### src/rtl/noc_traffic_endpoint.sv
// noc_traffic_endpoint: per-node NoC traffic source (wormhole TX) and format-checking sink (RX).
// Optional NOC_RX_BACKPRESSURE_EN: rx_ready driven by a free-running LFSR for pseudo-random stalls.
module noc_traffic_endpoint #(
  parameter int          DATA_WIDTH       = 32,
  parameter int          DEST_WIDTH       = 4,
  parameter int          NODE_ID          = 0,
  parameter int          NUM_NODES        = 9,
  parameter int          FLITS_PER_PACKET = 6,
  parameter int          NUM_PACKETS      = 1,
  parameter int          GAP_CYCLES       = 0,
  parameter logic [15:0] LFSR_SEED        = 16'hACE1
) (
  input  logic                  clk,
  input  logic                  rst,
  input  logic                  start,
  output logic [DATA_WIDTH-1:0] tx_data,
  output logic                  tx_valid,
  input  logic                  tx_ready,
  input  logic [DATA_WIDTH-1:0] rx_data,
  input  logic                  rx_valid,
  output logic                  rx_ready,
  output logic                  done,
  output logic [15:0]           pkts_sent,
  output logic [15:0]           pkts_rcvd,
  output logic                  err
);

  localparam logic [DEST_WIDTH-1:0] NODE_FIELD = DEST_WIDTH'(NODE_ID);
  localparam logic [DEST_WIDTH-1:0] LAST_IDX   = DEST_WIDTH'(FLITS_PER_PACKET - 1);
  localparam logic [DEST_WIDTH-1:0] FIRST_BODY = DEST_WIDTH'(1);
  localparam logic [15:0] NODES_W    = 16'(NUM_NODES);
  localparam logic [15:0] NODE_W     = 16'(NODE_ID);
  localparam logic [15:0] ALT_DEST_W = 16'((NODE_ID + 1) % NUM_NODES);
  localparam logic [15:0] PKT_LAST   = 16'(NUM_PACKETS);
  localparam logic [15:0] GAP_LAST   = (GAP_CYCLES > 0) ? 16'(GAP_CYCLES - 1) : 16'd0;
  localparam bit          GAP_EN     = (GAP_CYCLES > 0);

  typedef enum logic [2:0] {
    ST_IDLE = 3'd0,
    ST_HEAD = 3'd1,
    ST_BODY = 3'd2,
    ST_GAP  = 3'd3,
    ST_DONE = 3'd4
  } tx_state_t;

  function automatic logic [15:0] lfsr_next(input logic [15:0] s);
    return {s[14:0], s[15] ^ s[13] ^ s[12] ^ s[10]};
  endfunction

  // Never address our own node: a self-hit is redirected to the next node id.
  function automatic logic [DEST_WIDTH-1:0] pick_dest(input logic [15:0] l);
    logic [15:0] d;
    d = ((l % NODES_W) == NODE_W) ? ALT_DEST_W : (l % NODES_W);
    return DEST_WIDTH'(d);
  endfunction

  function automatic logic [DATA_WIDTH-1:0] make_flit(input logic [DEST_WIDTH-1:0] field,
                                                      input logic [7:0] seq);
    logic [DATA_WIDTH-1:0] f;
    f = '0;
    f[DEST_WIDTH-1:0]              = field;
    f[2*DEST_WIDTH-1:DEST_WIDTH]   = NODE_FIELD;
    f[2*DEST_WIDTH+7:2*DEST_WIDTH] = seq;
    return f;
  endfunction

  tx_state_t             state_r, state_nxt_s;
  logic [DEST_WIDTH-1:0] fcnt_r, fcnt_nxt_s;
  logic [15:0]           gap_cnt_r, gap_nxt_s;
  logic [15:0]           lfsr_r;
  logic [15:0]           pkts_sent_r;
  logic [DATA_WIDTH-1:0] tx_data_r, tx_data_nxt_s;
  logic                  tx_valid_r, done_r;
  logic                  tx_xfer_s, sent_inc_s, lfsr_adv_s;
  logic [7:0]            seq_nxt_s;

  logic [DEST_WIDTH-1:0] ridx_r;
  logic [15:0]           pkts_rcvd_r;
  logic                  err_r, rx_ready_r, rx_xfer_s, rx_bad_s;
  logic                  rx_unused_s;

  assign tx_xfer_s   = tx_valid_r && tx_ready;
  assign rx_xfer_s   = rx_valid && rx_ready_r;
  assign rx_unused_s = ^rx_data[DATA_WIDTH-1:DEST_WIDTH];

  // TX next-state: packet sequencing, flit counting and inter-packet gap.
  always_comb begin
    state_nxt_s = state_r;
    fcnt_nxt_s  = fcnt_r;
    gap_nxt_s   = gap_cnt_r;
    sent_inc_s  = 1'b0;
    lfsr_adv_s  = 1'b0;
    case (state_r)
      ST_IDLE: begin
        if (start) state_nxt_s = ST_HEAD;
        else       state_nxt_s = ST_IDLE;
      end
      ST_HEAD: begin
        if (tx_xfer_s) begin
          state_nxt_s = ST_BODY;
          fcnt_nxt_s  = FIRST_BODY;
          lfsr_adv_s  = 1'b1;
        end else begin
          state_nxt_s = ST_HEAD;
        end
      end
      ST_BODY: begin
        if (tx_xfer_s && (fcnt_r == LAST_IDX)) begin
          sent_inc_s = 1'b1;
          gap_nxt_s  = 16'd0;
          if ((pkts_sent_r + 16'd1) == PKT_LAST) state_nxt_s = ST_DONE;
          else if (GAP_EN)                       state_nxt_s = ST_GAP;
          else                                   state_nxt_s = ST_HEAD;
        end else if (tx_xfer_s) begin
          fcnt_nxt_s = fcnt_r + FIRST_BODY;
        end else begin
          state_nxt_s = ST_BODY;
        end
      end
      ST_GAP: begin
        if (gap_cnt_r == GAP_LAST) state_nxt_s = ST_HEAD;
        else                       gap_nxt_s   = gap_cnt_r + 16'd1;
      end
      ST_DONE: state_nxt_s = ST_DONE;
      default: state_nxt_s = ST_IDLE;
    endcase
  end

  // TX flit builder: new head on HEAD entry, next body on each body advance, hold while stalled.
  always_comb begin
    tx_data_nxt_s = tx_data_r;
    seq_nxt_s     = pkts_sent_r[7:0] + {7'd0, sent_inc_s};
    if (state_nxt_s == ST_HEAD) begin
      if (state_r != ST_HEAD) tx_data_nxt_s = make_flit(pick_dest(lfsr_r), seq_nxt_s);
      else                    tx_data_nxt_s = tx_data_r;
    end else if (state_nxt_s == ST_BODY) begin
      if (tx_xfer_s) tx_data_nxt_s = make_flit(fcnt_nxt_s, pkts_sent_r[7:0]);
      else           tx_data_nxt_s = tx_data_r;
    end else begin
      tx_data_nxt_s = '0;
    end
  end

  // TX registers; valid and data are registered so reset drops them immediately.
  always_ff @(posedge clk or posedge rst) begin
    if (rst) begin
      state_r     <= ST_IDLE;
      fcnt_r      <= '0;
      gap_cnt_r   <= 16'd0;
      lfsr_r      <= LFSR_SEED;
      pkts_sent_r <= 16'd0;
      tx_data_r   <= '0;
      tx_valid_r  <= 1'b0;
      done_r      <= 1'b0;
    end else begin
      state_r    <= state_nxt_s;
      fcnt_r     <= fcnt_nxt_s;
      gap_cnt_r  <= gap_nxt_s;
      tx_data_r  <= tx_data_nxt_s;
      tx_valid_r <= (state_nxt_s == ST_HEAD) || (state_nxt_s == ST_BODY);
      done_r     <= (state_nxt_s == ST_DONE);
      if (lfsr_adv_s) lfsr_r <= lfsr_next(lfsr_r);
      if (sent_inc_s) pkts_sent_r <= pkts_sent_r + 16'd1;
    end
  end

  // RX format check: head must address this node, body must carry its own position.
  always_comb begin
    if (ridx_r == '0) rx_bad_s = (rx_data[DEST_WIDTH-1:0] != NODE_FIELD);
    else              rx_bad_s = (rx_data[DEST_WIDTH-1:0] != ridx_r);
  end

  // RX position tracking, saturating packet count and sticky error.
  always_ff @(posedge clk or posedge rst) begin
    if (rst) begin
      ridx_r      <= '0;
      pkts_rcvd_r <= 16'd0;
      err_r       <= 1'b0;
    end else if (rx_xfer_s) begin
      if (rx_bad_s) err_r <= 1'b1;
      if (ridx_r == LAST_IDX) begin
        ridx_r <= '0;
        if (pkts_rcvd_r != 16'hFFFF) pkts_rcvd_r <= pkts_rcvd_r + 16'd1;
      end else begin
        ridx_r <= ridx_r + FIRST_BODY;
      end
    end
  end

`ifdef NOC_RX_BACKPRESSURE_EN
  logic [15:0] lfsr_rx_r;
  logic [15:0] lfsr_rx_nxt_s;

  assign lfsr_rx_nxt_s = lfsr_next(lfsr_rx_r);

  // Free-running stall generator; rx_ready mirrors ~lfsr_rx[0] after every step.
  always_ff @(posedge clk or posedge rst) begin
    if (rst) begin
      lfsr_rx_r  <= ~LFSR_SEED;
      rx_ready_r <= 1'b0;
    end else begin
      lfsr_rx_r  <= lfsr_rx_nxt_s;
      rx_ready_r <= ~lfsr_rx_nxt_s[0];
    end
  end
`else
  // Sink always ready once out of reset.
  always_ff @(posedge clk or posedge rst) begin
    if (rst) rx_ready_r <= 1'b0;
    else     rx_ready_r <= 1'b1;
  end
`endif

  assign tx_data   = tx_data_r;
  assign tx_valid  = tx_valid_r;
  assign rx_ready  = rx_ready_r;
  assign done      = done_r;
  assign pkts_sent = pkts_sent_r;
  assign pkts_rcvd = pkts_rcvd_r;
  assign err       = err_r;

endmodule

### config.mk
export PLATFORM = sky130hd
export DESIGN_NAME = noc_traffic_endpoint
export DESIGN_NICKNAME = d
export VERILOG_FILES = /design/src/rtl/noc_traffic_endpoint.sv
export SDC_FILE = /design/constraint.sdc
export NUM_CORES = 1
export LEC_CHECK = 0
export CORE_MARGIN = 5
export CORE_UTILIZATION = 35
export CTS_CLUSTER_SIZE = 24
export DETAILED_ROUTE_END_ITERATION = 12
export PLACE_DENSITY = 0.57
export SYNTH_ARGS = -nofsm -noshare
export SYNTH_HDL_FRONTEND = slang
export SYNTH_SLANG_ARGS = --single-unit
### constraint.sdc
create_clock -name clk -period 11 [get_ports clk]
set_clock_uncertainty 0.1 [all_clocks]
set_input_delay 1.1 -clock clk [delete_from_list [all_inputs] [get_ports clk]]
set_output_delay 1.1 -clock clk [all_outputs]
set_load 0.05 [all_outputs]
==> metrics.md, run 1 <==
| Metric | Value |
|---|---|
| Final Setup Violations | `0` |
| H-tree levels | `3` |
| CTS Buf Count | `9` |
| CTS tree | `yes` |
| Post-Syn Area | `just under 7000 um2` |
| Prevailing post-synth register cell | `dfrtp_1` |
| PortBufs | `56` |
| WHS | `0.374 ns` |
| Avg WL per Cell | `14.3 um` |
| EDFF count, synth | `0` |
| Remaining global-route overflow | `0` |
| Max_slew headroom | `32.4%` |
| Post-layout min period | `8.48 ns` |
| Final wirelength | `around 16 mm` |
| DIE WIDTH | `between 150 and 200 um` |
| Yosys reg bits | `91` |
| Most frequent cells in the layout | `83 x dfrtp_1, 72 x nand2_1, 70 x nor2_1` |
| Core area | `about 19000 um2` |
| GRT Resource Usage Total | `between 10% and 20%` |
| Skew-Pair Late Insertion Delay | `approximately 0.35 ns` |
| Post CTS Setup Buffer Count | `0` |
| Unique cell type count in the Yosys netlist | `99` |
| Vias in the first global route | `between 5000 and 6000` |
| Unrepaired setup endpoints after global routing | `false` |
| Period Utilization, post-route | `about 77%` |
| Antenna cell count | `0` |
| Area Overhead vs Synth | `13.9%` |
| Setup CP Type | `flop to flop` |
| Commonest non-fill, non-tap cell in the layout | `dfrtp_1` |
| Sequential area share after synthesis | `33.1%` |
| Die area | `roughly 23000 um2` |
| Share of the synthesized area in the top cell type | `a little under a third` |
| Async S/R FF share, synth | `100%` |
| First-pass GRT wire length | `around 27 mm` |
| Total negative slack | `0 ns` |
| Largest net degree at the start of global routing | `between 70 and 80` |
| Filler cell count | `roughly 2000` |
| Post-Place Cell Area | `~7600 um2` |
| Final instance area | `approximately 8000 um2` |
| Max-Cap Viols | `0` |
| Iteration count of the initial detailed-routing pass | `5` |
| Area contributors post-synth | `dfrtp_1 30%, xnor2_1 4.6%, nand2_1 3.9%, nor2_1 3.9%, o21ai_0 3.3%` |
| Fmax | `roughly 0.12 GHz` |
| Synth Instances | `around 800` |
| Nets | `roughly 900` |
| Crit end category | `flop` |
| Final Slew Violations | `0` |
| CTS Buffer Depth | `2` |
| Crit-path slowest cell | `dfstp_2` |
| Measured slew at the worst slew-check pin | `1.01 ns` |
| Worst Path Max Fanout | `16` |
| Synthesis warning total | `0` |
| DRT iter0 DRCs | `422` |
| ANT nets after route | `0` |
| Initial Utilization | `between 30% and 40%` |
| Outcome | `finished, final reports clean` |
| Post-layout util | `40.4%` |
| Layout cells sized above 1 | `under 10%` |
| Resize count post-CTS | `0` |
| Clock sinks | `91` |
| Critical Path RT | `~11 ns` |
| Synth area leader | `dfrtp_1` |
| Critical Path AT | `8.62 ns` |
| Detail-routed via count per cell | `between 5 and 6` |
| RD Place Congestion | `0.814` |
| # rows | `about 50` |
| Post-DP HPWL | `11.6 mm` |
| Via count | `6005` |
| Final hold violation count | `0` |
| Syn_area_per_cell | `approximately 8.4 um2` |
| Min-delay worst type | `flop to flop` |
| Worst-path clk slew | `0.07 ns` |
| CTS Root Cell | `clkbuf_16` |
| Crit path largest cell delay | `between 0.6 and 0.7 ns` |
| Total I/O pin count | `between 100 and 150` |
| Die Ht | `about 150 um` |
| DR DRC count | `0` |
| Startpoint type of the worst setup path | `flop` |
| Number of antenna violations at the first check in global routing | `1` |
| Hold buffer count at CTS | `0` |
[synth_stat cells, types with 10 or more instances]
library cell and instances:
a21oi_1 41, o211ai_1 13, nand3_1 40, clkbuf_1 21
a31oi_1 14, xnor2_1 36, nand4_1 14, nor3_1 26
nor2_1 71, xor2_1 22, nand2b_1 10, nor4_1 15
ha_1 14, o21ai_0 46, inv_1 31, and3_1 22
or3_1 11, dfrtp_1 83, buf_4 23, nand2_1 72
[registers in the layout, indices dropped and copies added (netlist names)]
signal     flops
done           1
err            1
fcnt_r         4
gap_cnt_r     16
lfsr_r        16
pkts_rcvd     16
pkts_sent     16
ridx_r         4
rx_ready       1
state_r        3
tx_data       12
tx_valid       1
[final cells by class]
class	instances	area [um2]	area share [%]
sequential	91	2290	29.1
timing repair buffer	60	591	7.51
clock buffer	11	243	3.09
multi-input combinational	656	4230	53.8
inverter	33	126	1.61
clock inverter	5	53.8	0.684
tap	265	332	4.22
[logic make-up after synthesis]
group,after synthesis,share of synthesized area (%)
simple gates,327,24.3
compound gates,226,24.3
flops,91,33.1
buf+inv,90,6.63
xor+xnor,58,7.36
fa+ha+maj,16,2.86
mux,8,1.32
other cells,2,0.109
[worst max-delay path, delay by kind of cell (launching register included)]
| family | cells | cell delay (ns) |
|---|---|---|
| flops | 1 | 0.68 |
| buf+inv | 1 | 0.11 |
| mux | 2 | 0.76 |
| compound gates | 15 | 3.90 |
| xor+xnor | 1 | 0.24 |
| fa+ha+maj | 2 | 0.43 |
| simple gates | 8 | 2.13 |
[worst paths after layout]
check	start	cells past startpoint	end	slack (ns)
worst max-delay path	lfsr_r[13]	29	tx_data[2]	2.52
worst min-delay path	err	1	err	0.37
worst max register to register	lfsr_r[13]	29	tx_data[2]	2.52
worst min register to register	err	1	err	0.37
max in group asynchronous	rst	3	tx_data[0]	8.66
min in group asynchronous	rst	2	pkts_rcvd[9]	0.96
[metrics by stage]
step / instances / worst slack (ns)
after floorplan: 837 / 3.66
after global placement: 1105 / 2.55
after detailed placement: 1105 / 2.59
after CTS: 1121 / 2.56
after global routing: 1121 / 1.81
final: 1121 / 2.52
[per-layer routing]
layer	track usage [%]	up-vias	share of wire, %
li1	-	3025	-
met1	20.8	2858	50
met2	22.4	117	45
met3	2.77	5	3.8
met4	2.10	0	0.57
met5	0	-	0
Power of run 1 is not shown: default switching activity piles up to over one toggle a cycle in this logic, so the estimate is an artifact.
==> run 2: changes to the inputs <==
clock period = 7.9 ns   (was 11 ns; I/O delays follow)
==> run 2 against run 1 <==
  * Die area unchanged
  * Utilization grew 1.3 points
  * Register-to-register slack worse by 2.1 ns
  * Sequential share of layout area fell by 0.89 points
  * Cell area rose by 3.3%
  * Critical path type unchanged
  * Worst setup slack worse by 2.1 ns
==> metrics.md, run 2 (synthesized netlist as in run 1, its figures left out) <==
| Metric | Value |
|---|---|
| Setup CP Type | `flop to flop (unchanged)` |
| Remaining global-route overflow | `0 (unchanged)` |
| H-tree levels | `3 (unchanged)` |
| Skew-Pair Late Insertion Delay | `0.34 ns (was 0.35 ns)` |
| # rows | `51 (unchanged)` |
| Startpoint type of the worst setup path | `flop (unchanged)` |
| Initial Utilization | `35.5% (unchanged)` |
| Most frequent cells in the layout | `83 x dfrtp_1, 72 x nand2_1, 69 x nor2_1 (was 83 x dfrtp_1, 72 x nand2_1, 70 x nor2_1)` |
| Final Slew Violations | `0 (unchanged)` |
| ANT nets after route | `0 (unchanged)` |
| Min-delay worst type | `flop to flop (unchanged)` |
| Crit. path cell count | `26 (was 29)` |
| Crit path max-delay family | `compound AO/OA/AOI/OAI gates (unchanged)` |
| GRT Resource Usage Total | `14.3% (about the same)` |
| PortBufs | `56 (unchanged)` |
| Die area | `22600 um2 (unchanged)` |
| Detail-routed via count per cell | `5.29 (was 5.36)` |
| Worst-path clk slew | `0.07 ns (about the same)` |
| Via count | `6011 (was 6005)` |
| Reg2Reg Depth | `26 (was 29)` |
| Outcome | `finished, final reports clean (unchanged)` |
| Post-DP HPWL | `11.7 mm (was 11.6 mm)` |
| Largest net degree at the start of global routing | `64 (was 71)` |
| DRT iter0 DRCs | `325 (was 422)` |
| Final hold violation count | `0 (unchanged)` |
| Number of antenna violations at the first check in global routing | `1 (unchanged)` |
| Min-delay src | `err (unchanged)` |
| Fmax | `0.133 GHz (was 0.118 GHz)` |
| Iteration count of the initial detailed-routing pass | `4 (was 5)` |
| Filler cell count | `1968 (was 1989)` |
| Area Overhead vs Synth | `17.7% (was 13.9%)` |
| Worst Path Max Fanout | `17 (was 16)` |
| Hold buffer count at CTS | `0 (unchanged)` |
| CTS tree | `yes (unchanged)` |
| Total I/O pin count | `105 (unchanged)` |
| DR DRC count | `0 (unchanged)` |
| FF-to-FF Start | `lfsr_r[10] (was lfsr_r[13])` |
| Final Setup Violations | `0 (unchanged)` |
| Vias in the first global route | `5639 (was 5625)` |
| CTS Buf Count | `9 (unchanged)` |
| RD Place Congestion | `0.820 (was 0.814)` |
| Max-Cap Viols | `0 (unchanged)` |
| Crit-path slowest cell | `dfstp_4 (was dfstp_2)` |
| DIE WIDTH | `150 um (unchanged)` |
| Final wirelength | `16.3 mm (was 16.1 mm)` |
| CTS Root Cell | `clkbuf_16 (unchanged)` |
| Die Ht | `150 um (unchanged)` |
| Max_slew headroom | `34.5% (was 32.4%)` |
| Critical Path RT | `8.03 ns (was 11.14 ns)` |
| Antenna cell count | `0 (unchanged)` |
| Crit path largest cell delay | `0.72 ns (was 0.68 ns)` |
| Avg WL per Cell | `14.3 um (about the same)` |
| Core area | `19500 um2 (unchanged)` |
| Crit end category | `flop (unchanged)` |
| Worst hold stages | `1 (unchanged)` |
| First-pass GRT wire length | `27.6 mm (was 27.4 mm)` |
| Period Utilization, post-route | `95.4% (was 77.1%)` |
| Post-layout min period | `7.53 ns (was 8.48 ns)` |
| WHS | `0.374 ns (about the same)` |
| CTS Buffer Depth | `2 (unchanged)` |
| Layout cells sized above 1 | `11.3% (was 8.41%)` |
| Commonest non-fill, non-tap cell in the layout | `dfrtp_1 (unchanged)` |
| R2R setup slack | `0.37 ns (was 2.52 ns)` |
| Measured slew at the worst slew-check pin | `0.980 ns (was 1.01 ns)` |
| CP bufs+invs | `0 (was 1)` |
| Critical Path AT | `7.67 ns (was 8.62 ns)` |
| Clock sinks | `91 (unchanged)` |
| Nets | `917 (was 902)` |
| Reg2reg end | `tx_data[2] (unchanged)` |
| Hold Crit Endpoint | `err (unchanged)` |
## run 2: metal layers
| layer | track usage (%) | vias to the layer above | wire (um) |
|---|---|---|---|
| met1 | 20.8 | 2819 | 8160 |
| li1 | - | 3065 | - |
| met2 | 22.4 | 108 | 7410 |
| met3 | 2.17 | 19 | 503 |
| met5 | 0 | - | 0 |
| met4 | 3.25 | 0 | 188 |
## run 2: worst max-delay path by stage
stage | startpoint | endpoint | slack (ns)
after global routing | lfsr_r[10] | tx_data[2] | -0.02
after floorplan | lfsr_r[15] | tx_data[2] | 0.56
final | lfsr_r[10] | tx_data[2] | 0.37
after detailed placement | lfsr_r[10] | tx_data[2] | 0.13
after global placement | lfsr_r[10] | tx_data[2] | 0.15
after CTS | lfsr_r[10] | tx_data[2] | 0.08
## run 2: area by class of cell
cell class | instances | area, um2 | share of cell area (%)
flip-flops and latches | 91 | 2290 | 28.2
clock buffers | 9 | 225 | 2.77
multi-input cells | 656 | 4310 | 53.0
clock inverters | 7 | 139 | 1.71
repair buffers | 75 | 703 | 8.65
inverters | 33 | 126 | 1.56
well taps | 265 | 332 | 4.08
## run 2: repair_timing
action                     in CTS  in global routing
resized for setup               0                 15
setup buffers                   0                  4
setup endpoints to repair       0                  4
## run 2: through the flow
step | setup TNS (ns) | instances | setup slack, ns | cell area, um2 | util, %
after global placement | 0 | 1116 | 0.152 | 7650 | 39.3
after CTS | 0 | 1132 | 0.0809 | 8010 | 41.2
after floorplan | 0 | 837 | 0.563 | 6970 | -
final | 0 | 1136 | 0.367 | 8130 | 41.7
after detailed placement | 0 | 1116 | 0.127 | 7650 | 39.3
after global routing | -0.0212 | 1136 | -0.0212 | 8130 | 41.7
Power of run 2 is left out for the same reason.
==> run 3: changes to the inputs <==
TNS_END_PERCENT = 30   (was default)
==> results of run 3 <==
No change in the layout: final DEF, timing and power equal those of run 2.
Power of run 3 is left out for the same reason.
